## src/rtl/risc_seq_ctrl_if.sv

```systemverilog
// Shared memory port of the SISC sequencer: req/ack handshake with address,
// write-enable and write-data select; read data returns with the ack.
interface risc_seq_ctrl_if #(
  parameter int ADDRSIZE = 12
);
  logic                mem_req;
  logic                mem_we;
  logic [ADDRSIZE-1:0] mem_addr;
  logic [1:0]          mem_wsel;
  logic                mem_ack;
  logic [31:0]         mem_rdata;

  modport master (
    output mem_req, mem_we, mem_addr, mem_wsel,
    input  mem_ack, mem_rdata
  );

  modport slave (
    input  mem_req, mem_we, mem_addr, mem_wsel,
    output mem_ack, mem_rdata
  );
endinterface

```

## src/rtl/risc_seq_ctrl.sv

```systemverilog
// Multi-cycle fetch/execute/writeback sequencer for the 32-bit SISC core.
// Optional RISC_ILLEGAL_HALT_EN: illegal opcodes halt instead of acting as NOP.
module risc_seq_ctrl #(
  parameter int ADDRSIZE = 12
) (
  input  logic                 clk,
  input  logic                 reset_n,
  input  logic                 start,
  risc_seq_ctrl_if.master      mbus,
  input  logic [4:0]           psr_in,
  output logic                 alu_start,
  input  logic                 alu_done,
  output logic                 rf_we,
  output logic                 rf_wsel,
  output logic                 psr_we,
  output logic [ADDRSIZE-1:0]  pc,
  output logic [31:0]          ir,
  output logic                 halted,
  output logic                 illegal
);

  typedef enum logic [2:0] {
    S_IDLE, S_FETCH, S_EXEC, S_MEMRD, S_MEMWR, S_ALUWAIT, S_WRB, S_HALT
  } state_t;

  localparam logic [3:0] OP_NOP = 4'd0;
  localparam logic [3:0] OP_BRA = 4'd1;
  localparam logic [3:0] OP_LD  = 4'd2;
  localparam logic [3:0] OP_STR = 4'd3;
  localparam logic [3:0] OP_ADD = 4'd4;
  localparam logic [3:0] OP_MUL = 4'd5;
  localparam logic [3:0] OP_CMP = 4'd6;
  localparam logic [3:0] OP_SHF = 4'd7;
  localparam logic [3:0] OP_ROT = 4'd8;
  localparam logic [3:0] OP_HLT = 4'd9;

  state_t              state, state_n;
  logic [ADDRSIZE-1:0] pc_n;
  logic [31:0]         ir_n;
  logic                illegal_n;
  logic                br_taken;

  logic [3:0]          op;
  logic [ADDRSIZE-1:0] src_addr, dst_addr;

  assign op       = ir[31:28];
  assign src_addr = ir[12 +: ADDRSIZE];
  assign dst_addr = ir[0 +: ADDRSIZE];

  // psr_in is {NEG,ZERO,PARITY,EVEN,CARRY}; codes 6-15 never branch
  always_comb begin
    br_taken = 1'b0;
    case (ir[27:24])
      4'd0:    br_taken = 1'b1;
      4'd1:    br_taken = psr_in[0];
      4'd2:    br_taken = psr_in[1];
      4'd3:    br_taken = psr_in[2];
      4'd4:    br_taken = psr_in[3];
      4'd5:    br_taken = psr_in[4];
      default: br_taken = 1'b0;
    endcase
  end

  always_ff @(posedge clk or negedge reset_n) begin
    if (!reset_n) begin
      state   <= S_IDLE;
      pc      <= '0;
      ir      <= '0;
      illegal <= 1'b0;
    end else begin
      state   <= state_n;
      pc      <= pc_n;
      ir      <= ir_n;
      illegal <= illegal_n;
    end
  end

  // Bus outputs decode straight from state so an async reset drops mem_req at once
  always_comb begin
    state_n        = state;
    pc_n           = pc;
    ir_n           = ir;
    illegal_n      = illegal;
    mbus.mem_req   = 1'b0;
    mbus.mem_we    = 1'b0;
    mbus.mem_addr  = '0;
    mbus.mem_wsel  = 2'd0;
    alu_start      = 1'b0;
    rf_we          = 1'b0;
    rf_wsel        = 1'b0;
    psr_we         = 1'b0;
    halted         = 1'b0;

    case (state)
      S_IDLE: begin
        if (start) begin
          state_n = S_FETCH;
          pc_n    = '0;
        end
      end

      S_FETCH: begin
        mbus.mem_req  = 1'b1;
        mbus.mem_addr = pc;
        if (mbus.mem_ack) begin
          ir_n    = mbus.mem_rdata;
          pc_n    = pc + 1'b1;
          state_n = S_EXEC;
        end
      end

      S_EXEC: begin
        case (op)
          OP_NOP: state_n = S_FETCH;
          OP_BRA: begin
            if (br_taken) pc_n = dst_addr;
            state_n = S_FETCH;
          end
          OP_LD: begin
            if (ir[27]) begin
              rf_we   = 1'b1;
              rf_wsel = 1'b1;
              psr_we  = 1'b1;
              state_n = S_FETCH;
            end else begin
              state_n = S_MEMRD;
            end
          end
          OP_STR: state_n = S_MEMWR;
          OP_ADD, OP_MUL, OP_CMP, OP_SHF, OP_ROT: begin
            alu_start = 1'b1;
            state_n   = S_ALUWAIT;
          end
          OP_HLT: state_n = S_HALT;
          default: begin
            illegal_n = 1'b1;
`ifdef RISC_ILLEGAL_HALT_EN
            state_n   = S_HALT;
`else
            state_n   = S_FETCH;
`endif
          end
        endcase
      end

      S_MEMRD: begin
        mbus.mem_req  = 1'b1;
        mbus.mem_addr = src_addr;
        if (mbus.mem_ack) begin
          rf_we   = 1'b1;
          psr_we  = 1'b1;
          state_n = S_FETCH;
        end
      end

      S_MEMWR: begin
        mbus.mem_req  = 1'b1;
        mbus.mem_we   = 1'b1;
        mbus.mem_addr = dst_addr;
        mbus.mem_wsel = {1'b0, ir[27]};
        if (mbus.mem_ack) begin
          psr_we  = 1'b1;
          state_n = S_FETCH;
        end
      end

      S_ALUWAIT: begin
        if (alu_done) begin
          psr_we = 1'b1;
          if (!ir[26]) begin
            rf_we   = 1'b1;
            state_n = S_FETCH;
          end else begin
            state_n = S_WRB;
          end
        end
      end

      S_WRB: begin
        mbus.mem_req  = 1'b1;
        mbus.mem_we   = 1'b1;
        mbus.mem_addr = dst_addr;
        mbus.mem_wsel = 2'd2;
        if (mbus.mem_ack) state_n = S_FETCH;
      end

      S_HALT: begin
        halted = 1'b1;
        if (start) state_n = S_FETCH;
      end

      default: state_n = S_IDLE;
    endcase
  end

endmodule

```

## src/flat_wrapper.sv

```systemverilog
// flat-port wrapper written by rule: the top's interface ports become plain ports
module risc_seq_ctrl_flat 
#(
  parameter int ADDRSIZE = 12
)
  (clk, reset_n, start, psr_in, alu_start, alu_done, rf_we, rf_wsel, psr_we, pc, ir, halted, illegal, mbus_mem_req, mbus_mem_we, mbus_mem_addr, mbus_mem_wsel, mbus_mem_ack, mbus_mem_rdata);
  risc_seq_ctrl_if #(.ADDRSIZE(ADDRSIZE)) mbus_i ();
  input  logic clk;
  input  logic reset_n;
  input  logic start;
  input  logic [4:0] psr_in;
  output logic alu_start;
  input  logic alu_done;
  output logic rf_we;
  output logic rf_wsel;
  output logic psr_we;
  output logic [ADDRSIZE-1:0] pc;
  output logic [31:0] ir;
  output logic halted;
  output logic illegal;
  output wire logic [$bits(mbus_i.mem_req)-1:0] mbus_mem_req;
  output wire logic [$bits(mbus_i.mem_we)-1:0] mbus_mem_we;
  output wire logic [$bits(mbus_i.mem_addr)-1:0] mbus_mem_addr;
  output wire logic [$bits(mbus_i.mem_wsel)-1:0] mbus_mem_wsel;
  input wire logic [$bits(mbus_i.mem_ack)-1:0] mbus_mem_ack;
  input wire logic [$bits(mbus_i.mem_rdata)-1:0] mbus_mem_rdata;
  assign mbus_mem_req = mbus_i.mem_req;
  assign mbus_mem_we = mbus_i.mem_we;
  assign mbus_mem_addr = mbus_i.mem_addr;
  assign mbus_mem_wsel = mbus_i.mem_wsel;
  assign mbus_i.mem_ack = mbus_mem_ack;
  assign mbus_i.mem_rdata = mbus_mem_rdata;
  risc_seq_ctrl #(.ADDRSIZE(ADDRSIZE)) u_core (.clk(clk), .reset_n(reset_n), .start(start), .mbus(mbus_i), .psr_in(psr_in), .alu_start(alu_start), .alu_done(alu_done), .rf_we(rf_we), .rf_wsel(rf_wsel), .psr_we(psr_we), .pc(pc), .ir(ir), .halted(halted), .illegal(illegal));
endmodule
```

## config.mk

```make
export PLATFORM = sky130hd
export DESIGN_NAME = risc_seq_ctrl_flat
export DESIGN_NICKNAME = d
export VERILOG_FILES = /design/src/rtl/risc_seq_ctrl_if.sv /design/src/rtl/risc_seq_ctrl.sv /design/src/flat_wrapper.sv
export SDC_FILE = /design/constraint.sdc
export NUM_CORES = 1
export LEC_CHECK = 0
export CORE_MARGIN = 8
export CORE_UTILIZATION = 39
export DETAILED_ROUTE_END_ITERATION = 12
export PLACE_DENSITY = 0.77
export SLEW_MARGIN = 20
export SYNTH_ARGS = -nofsm -noshare
export SYNTH_HDL_FRONTEND = slang
export SYNTH_SLANG_ARGS = --single-unit
```

## constraint.sdc

```tcl
create_clock -name clk -period 1.95 [get_ports clk]
set_input_delay 0.2925 -clock clk [delete_from_list [all_inputs] [get_ports clk]]
set_output_delay 0.2925 -clock clk [all_outputs]
set_load 0.02 [all_outputs]
```

# Word level (Yosys, flattened, before mapping)
# Index checks and enable logic that the tools add are counted.
dict set report op_classes {
  addsub 1
  eq_ne 28
  n_mux 30
  n_bitwise 1
  n_reduce_logical 15
}
# operator n
set ops {}
lappend ops {{one-hot mux 12 bit (3 select lines)} 2}
lappend ops {{two-way mux 12 bit} 4}
lappend ops {{== test 4 x 3 -> 1 bit (second input constant)} 6}
lappend ops {{== test 4 x 2 -> 1 bit (second input constant)} 4}
lappend ops {{two-way mux 3 bit} 5}
lappend ops {{one-hot mux 3 bit (5 select lines)} 1}
lappend ops {{adder 12 x 1 -> 12 bit (second input constant)} 1}
lappend ops {{== test 3 bit (second input constant)} 4}
lappend ops {{two-way mux 1 bit} 12}
lappend ops {{one-hot mux 3 bit (4 select lines)} 1}
lappend ops {{OR reduction 10 bit} 1}
lappend ops {{== test 4 x 1 -> 1 bit (second input constant)} 2}
lappend ops {{== test 4 bit (second input constant)} 2}
lappend ops {{zero test 4 bit} 2}
lappend ops {{!= test 2 bit (second input constant)} 4}
lappend ops {{== test 3 x 2 -> 1 bit (second input constant)} 2}
lappend ops {{!= test 2 x 1 -> 1 bit (second input constant)} 3}
lappend ops {{one-hot mux 1 bit (3 select lines)} 2}
lappend ops {{one-hot mux 1 bit (6 select lines)} 1}
lappend ops {{OR reduction 2 bit} 3}
lappend ops {{AND reduction 5 bit} 1}
lappend ops {{OR reduction 5 bit} 1}
lappend ops {{one-hot mux 2 bit (2 select lines)} 1}
lappend ops {{AND reduction 2 bit} 2}
lappend ops {{other kinds (8)} 8}
dict set report word_totals {
  register_bits 48
  input_bits 42
  output_inout_bits 66
  elab_cells 79
}

# Depth between registers and ports, before layout
# Gate-level depths: netlist of the first run.
dict set report logic_depth {
  word_depth 5
  ltp_mapped 8
  mapped_depth_nobuf 6
}

# Least setup slack after synthesis of the first run
# OpenSTA, ideal clock, no wires.
dict set report synth_path {
  path_type {register to register}
  from {register u_core.ir[29]}
  to {register u_core.pc[0]}
  setup_ns 0.125
  arrival_ns 1.910
  required_time_ns 1.825
  path_slack_ns -0.085
  stages_incl_launch_ff 6
  n_path_buf 0
  synth_period_minus_slack_ns 2.035
  path_cell_list {dfrtp_1 -> or4b_1 -> a211oi_2 -> a31oi_1 -> or2_4 -> mux2_4}
}
dict set report synth_via {
  elab_chain_cells 3
}
# item line
set synth_lines {}
lappend synth_lines {{start, declared} risc_seq_ctrl.sv:17} ;# output logic [31:0] ir,
lappend synth_lines {{start signal, assigned} risc_seq_ctrl.sv:73} ;# ir <= ir_n;
lappend synth_lines {{== test 4 x 1 -> 1 bit} risc_seq_ctrl.sv:113} ;# case (op)
lappend synth_lines {{!= test 2 bit (no source line)} -}
lappend synth_lines {{AND reduction 5 bit (no source line)} -}
lappend synth_lines {{end signal, assigned} risc_seq_ctrl.sv:72} ;# pc <= pc_n;
lappend synth_lines {{end, declared} risc_seq_ctrl.sv:16} ;# output logic [ADDRSIZE-1:0] pc,
# No other way between the ends.
# A chain may end at the register's enable or synchronous reset.

# Final worst setup path of the first run
dict set report layout_path {
  from {register u_core.ir[31]}
  to {register u_core.pc[9]}
}
# The elaborated chain is that of the path after synthesis.

==> results of run 1 <==
-- per-stage QoR --
stage	util	instances
floorplan	-	271
global placement	0.607	478
detailed placement	0.607	478
CTS	0.637	491
global route	0.650	491
finish	0.650	491
-- sequential cells by signal, summed over array words and instances (netlist names) --
register	count
u_core.pc	12
u_core.state	3
u_core.ir	32
u_core.illegal	1
-- cells by family after synthesis --
kind of cell	count (synthesis)	share of synthesized area
buffers and inverters	22	0.0359
AOI/OAI and AO/OA	70	0.160
adders and majority gates	1	0.00472
muxes	47	0.194
and+or+nand+nor	83	0.152
DFF	48	0.453
-- per-layer routing --
layer / routed length, um / vias to the layer above / GRT usage / share of wire
li1: - / 1268 / - / -
met1: 3700 / 1332 / 0.214 / 0.41
met2: 4600 / 95 / 0.318 / 0.51
met3: 603 / 11 / 0.0479 / 0.067
met4: 119 / 0 / 0.0590 / 0.013
met5: 0 / - / 0 / 0
-- worst max-delay path: cells and delay by family, from the launching register on --
family	cells	cell delay (ns)
DFF	1	0.41
buffers and inverters	1	0.14
AOI/OAI and AO/OA	3	0.55
and+or+nand+nor	2	0.87
-- synthesized netlist by cell type, types with 5 or more instances --
master / number / area [sq um]
o31ai_1: 9 / 67.6
nand2b_1: 5 / 31.3
nor4_1: 5 / 31.3
inv_1: 7 / 26.3
mux2i_1: 15 / 150
nand3_1: 6 / 30.0
dfrtp_1: 48 / 1200
a21oi_1: 13 / 65.1
o21ai_0: 22 / 110
nor2_1: 17 / 63.8
clkbuf_1: 9 / 33.8
o21ai_1: 9 / 45.0
nor3_1: 9 / 45.0
mux2_2: 29 / 327
nand2_1: 26 / 97.6
-- power breakdown --
part / total (uW) / leakage (uW) / internal [uW] / switching [uW]
sequential: 2070 / 0.000582 / 1490 / 578
clock: 988 / 0.0000784 / 641 / 347
combinational: 5200 / 0.00116 / 2460 / 2740
-- layout make-up --
| class | instances | area [sq um] | share of cell area |
|---|---|---|---|
| sequential | 48 | 1200 | 0.277 |
| tap | 80 | 100 | 0.0230 |
| multi-input combinational | 201 | 1500 | 0.346 |
| timing repair buffer | 147 | 1350 | 0.312 |
| inverter | 7 | 26.3 | 0.00605 |
| clock inverter | 3 | 90.1 | 0.0207 |
| clock buffer | 5 | 68.8 | 0.0158 |
-- what timing repair did --
| action | CTS | global route |
|---|---|---|
| endpoints found under the setup margin | 33 | 31 |
| pin swaps | 8 | 4 |
| gates cloned | 1 | 0 |
| gates resized for setup | 100 | 26 |
| hold buffers | 1 | 0 |
| endpoints found under the hold margin | 20 | 0 |
| buffers inserted | 3 | 0 |
-- final timing paths --
kind,to
worst max-delay path,u_core.pc[9]
min in group clk,u_core.illegal
worst max register to register,u_core.pc[9]
max in group asynchronous,u_core.ir[29]
worst min register to register,u_core.illegal
worst min-delay path,u_core.ir[13]
==> out/metrics.yaml, run 1 <==
run_status:
  status: "complete, but fails checks"
  failed_checks: "setup timing"
timing:
  finalSetupTns_ns: -0.517
  finalHoldViolations: 0
  setup_viol: 13
  timing.hold.ws_ns: 0.478
  setup_slack_ns: -0.117
  fin_crit_ns: 2.07
  fin_crit_sh: 1.06
  slew_viol_final: 0
  max_slew_margin: 0.672
  rsz0062_at_grt: "true"
  worst_slew_pin_slew_ns: 0.492
  fmax_mhz: 484
  fin_skew_ns: 0.00525
clocking:
  cts_tree: "yes"
  cts_root_buf: "clkbuf_8"
  clk_path_buf_depth: 2
  clkLatencyLatePin_ns: 0.31
  cts_sinks: 48
  htreeDepth: 2
  clk_pin_slew_ns: 0.09
  cts-buffers-inserted: 5
layout:
  fin_nets: 453
  design_area_sq_um: 4350
  fillers: 557
  diodes: 0
  layout_commonest_cell: "clkdlybuf4s50_1"
  layout_common_cells: "clkdlybuf4s50_1, dfrtp_1, buf_4, mux2_2, nand2_1"
  syn_to_final_growth_pct: 64.1
  drive_above_1_share: 0.294
synth:
  synth_fp_nets: 314
  synth_edf_count: 0
  synth_flop_cell: "dfrtp_1"
  synthesis.instances: 271
  ys_types: 43
  netlist_area_sq_um: 2650
  ys_warn_count: 0
  ys_seq_area_frac: 0.453
  synth-async-reset-ratio: 1.00
  postSynthAreaPerCell_sq_um: 9.77
  synth-seq-cells: 48
routing:
  drtIter0Drc: 122
  drc: 0
  vias: 2706
  viasPerCell: 5.51
  wl_um: 9020
  routedWlPerCell_um: 18.4
  postRouteAntennaNets: 0
  drt-pass1-iter-count: 4
global_routing:
  track_usage: 0.183
  antenna_found_initial: 0
  grt_max_degree: 29
  grt_pass1_vias: 2684
  overflow: 0
  grt_pass1_wl_um: 14400
placed_design:
  io_buffers: 107
  dpl.hpwl_um: 6570
  post-place-ws_ns: -0.195
  placed_area_sq_um: 4060
  gp_congestion: 0.840
setup_path:
  crit_chain: "or4b_4, a211oi_4, a31oi_4, or2_4, buf_6, o211ai_1"
  r2r_cells: 6
  crit_slowest_cell: "or4b_4"
  rrSetupSlack_ns: -0.12
  critPathKind: "flop to flop"
  arrival_ns: 2.29
  path_max_fanout: 5
  crit_path_max_incr_delay_ns: 0.57
  crit_start: "u_core.ir[31]"
  crit_path_end_kind: "flop"
  required_ns: 2.17
  worst_setup_path_start_kind: "flop"
  r2r_start: "u_core.ir[31]"
floorplanning:
  initial_utilization: 0.396
  design.die.area_sq_um: 9680
  row_count: 30
  ios: 108
  die_w_um: 98.4
  die_y_um: 98.4
  core_area_sq_um: 6680
power_and_ir_drop:
  power_uw: 8260
  power.density_nw_per_um2: 1900
  ir_worst_vdd_uv: 1070
  p_leak_uw: 0.00182
min_path:
  hold_path.class: "primary input to asynchronous set/reset pin"
flow_run:
  max_cap_violations: 0
No activity file was read; power rests on OpenSTA's default activity.
==> run 2: changes to the inputs <==
--- a/config.mk
+++ b/config.mk
@@ -9,2 +9,3 @@
 export CORE_UTILIZATION = 39
+export CTS_CLUSTER_DIAMETER = 100
 export DETAILED_ROUTE_END_ITERATION = 12
--- a/constraint.sdc
+++ b/constraint.sdc
@@ -3,2 +3,2 @@
 set_output_delay 0.2925 -clock clk [all_outputs]
-set_load 0.02 [all_outputs]
+set_load 0.1 [all_outputs]
==> out/metrics.yaml, run 2 (synthesized netlist as in run 1, its figures left out) <==
min_path:
  hold_path.class: "primary input to asynchronous set/reset pin"
layout:
  syn_to_final_growth_pct: 78.3
  layout_common_cells: "buf_4, clkdlybuf4s50_1, mux2_2, buf_12, dfrtp_2"
  largest_register_ffs: 32
  utilization: 0.707
  reg_top3: "u_core.ir (32), u_core.pc (12), u_core.state (3)"
  fin_nets: 455
  stdcell_count: 493
  drive_above_1_share: 0.540
  layout_commonest_cell: "buf_4"
  top_register: "u_core.ir"
  diodes: 0
run_status:
  status: "complete, but fails checks"
  failed_checks: "hold timing, setup timing"
timing:
  worst_slew_pin_slew_ns: 0.596
  setup_slack_ns: -0.0641
  rsz0062_at_grt: "true"
  fmax_mhz: 496
  fin_skew_ns: 0.0102
  setup_viol: 4
  fin_crit_ns: 2.01
  fin_crit_sh: 1.03
  slew_viol_final: 0
  finalSetupTns_ns: -0.186
  max_slew_margin: 0.603
  finalHoldViolations: 6
  timing.hold.ws_ns: -0.0139
setup_path:
  crit_slowest_cell: "or3_4"
  crit_path_end_kind: "output pin"
  arrival_ns: 1.72
  crit_path_max_incr_delay_ns: 0.42
  worst_setup_path_start_kind: "flop"
  required_ns: 1.66
  crit_chain: "or3_4, nor2_4, nand3_2, o211ai_1, buf_12"
  critPathKind: "flop to output pin"
  path_max_fanout: 2
clocking:
  cts_root_buf: "clkbuf_8"
  clk_pin_slew_ns: 0.09
  htreeDepth: 2
  cts_tree: "yes"
  cts-buffers-inserted: 5
  clkLatencyLatePin_ns: 0.30
  cts_sinks: 48
  clk_path_buf_depth: 2
  postCtsHoldBufs: 0
routing:
  drtIter0Drc: 222
  route.top_layer_used: "met4"
  routedWlPerCell_um: 18.9
  drt-met1-wl_um: 3810
  wl_met2_um: 4790
  drc: 0
  routed-wl-met3_um: 575
  drt-pass1-iter-count: 5
  wl_um: 9330
  postRouteAntennaNets: 0
  vias: 2757
  viasPerCell: 5.59
global_routing:
  grt_pass1_vias: 2752
  antenna_found_initial: 0
  track_usage: 0.180
  grt_max_degree: 26
  overflow: 0
  grt_pass1_wl_um: 14300
placed_design:
  numPlacedInstances: 469
  io_buffers: 107
  post-place-ws_ns: -0.0204
  gp_congestion: 0.912
  dpl.hpwl_um: 6530
floorplanning:
  die_w_um: 98.4
  initial_utilization: 0.396
  die_y_um: 98.4
  ios: 108
  core_area_sq_um: 6680
  row_count: 30
  design.die.area_sq_um: 9680
flow_run:
  max_cap_violations: 0
## run 2: path summary, 6_finish.rpt
| path | to | startpoint | slack [ns] | depth (start not counted) |
|---|---|---|---|---|
| worst max-delay path | psr_we | u_core.state[0] | -0.06 | 5 |
| worst min-delay path | u_core.ir[8] | reset_n | -0.01 | 1 |
| worst max register to register | u_core.pc[0] | u_core.ir[31] | -0.02 | 5 |
| worst min register to register | u_core.illegal | u_core.illegal | 0.49 | 1 |
| max in group asynchronous | u_core.ir[24] | reset_n | 1.40 | 2 |
| min in group clk | u_core.illegal | u_core.illegal | 0.49 | 1 |
## run 2: what timing repair did
action / in CTS / in global routing
endpoints found under the setup margin: 18 / 28
cloned: 0 / 2
pin swaps: 4 / 1
gates resized for setup: 12 / 30
setup buffers: 5 / 9
## run 2: cell type report
cell class	count	area, sq um
Clock buffer	7	76.3
Clock inverter	1	30.0
Fill cell	473	1960
Inverter	7	33.8
Multi-Input combinational cell	201	1630
Sequential cell	48	1250
Tap cell	80	100
Timing Repair Buffer	149	1600
## run 2: stage by stage
step,hold slack [ns],cell area (sq um)
2_1_floorplan,-0.00309,2860
3_3_place_gp,0.316,4300
3_5_place_dp,0.326,4300
4_1_cts,0.00487,4500
5_1_grt,0.0171,4720
6_report,-0.0139,4720
## run 2: worst max-delay path: cells and delay by family, from the launching register on
kind	cells	cell delay (ns)
buffers and inverters	1	0.22
AO/OA/AOI/OAI	1	0.17
AND/OR/NAND/NOR	3	0.64
flip-flops	1	0.40
## run 2: metal layers
| layer | track usage | vias to the layer above |
|---|---|---|
| li1 | - | 1268 |
| met1 | 0.226 | 1329 |
| met2 | 0.308 | 140 |
| met3 | 0.0338 | 20 |
| met4 | 0.0449 | 0 |
| met5 | 0 | - |
Power of run 2 is not shown: default switching activity piles up to over one toggle a cycle in this logic, so the estimate is an artifact.
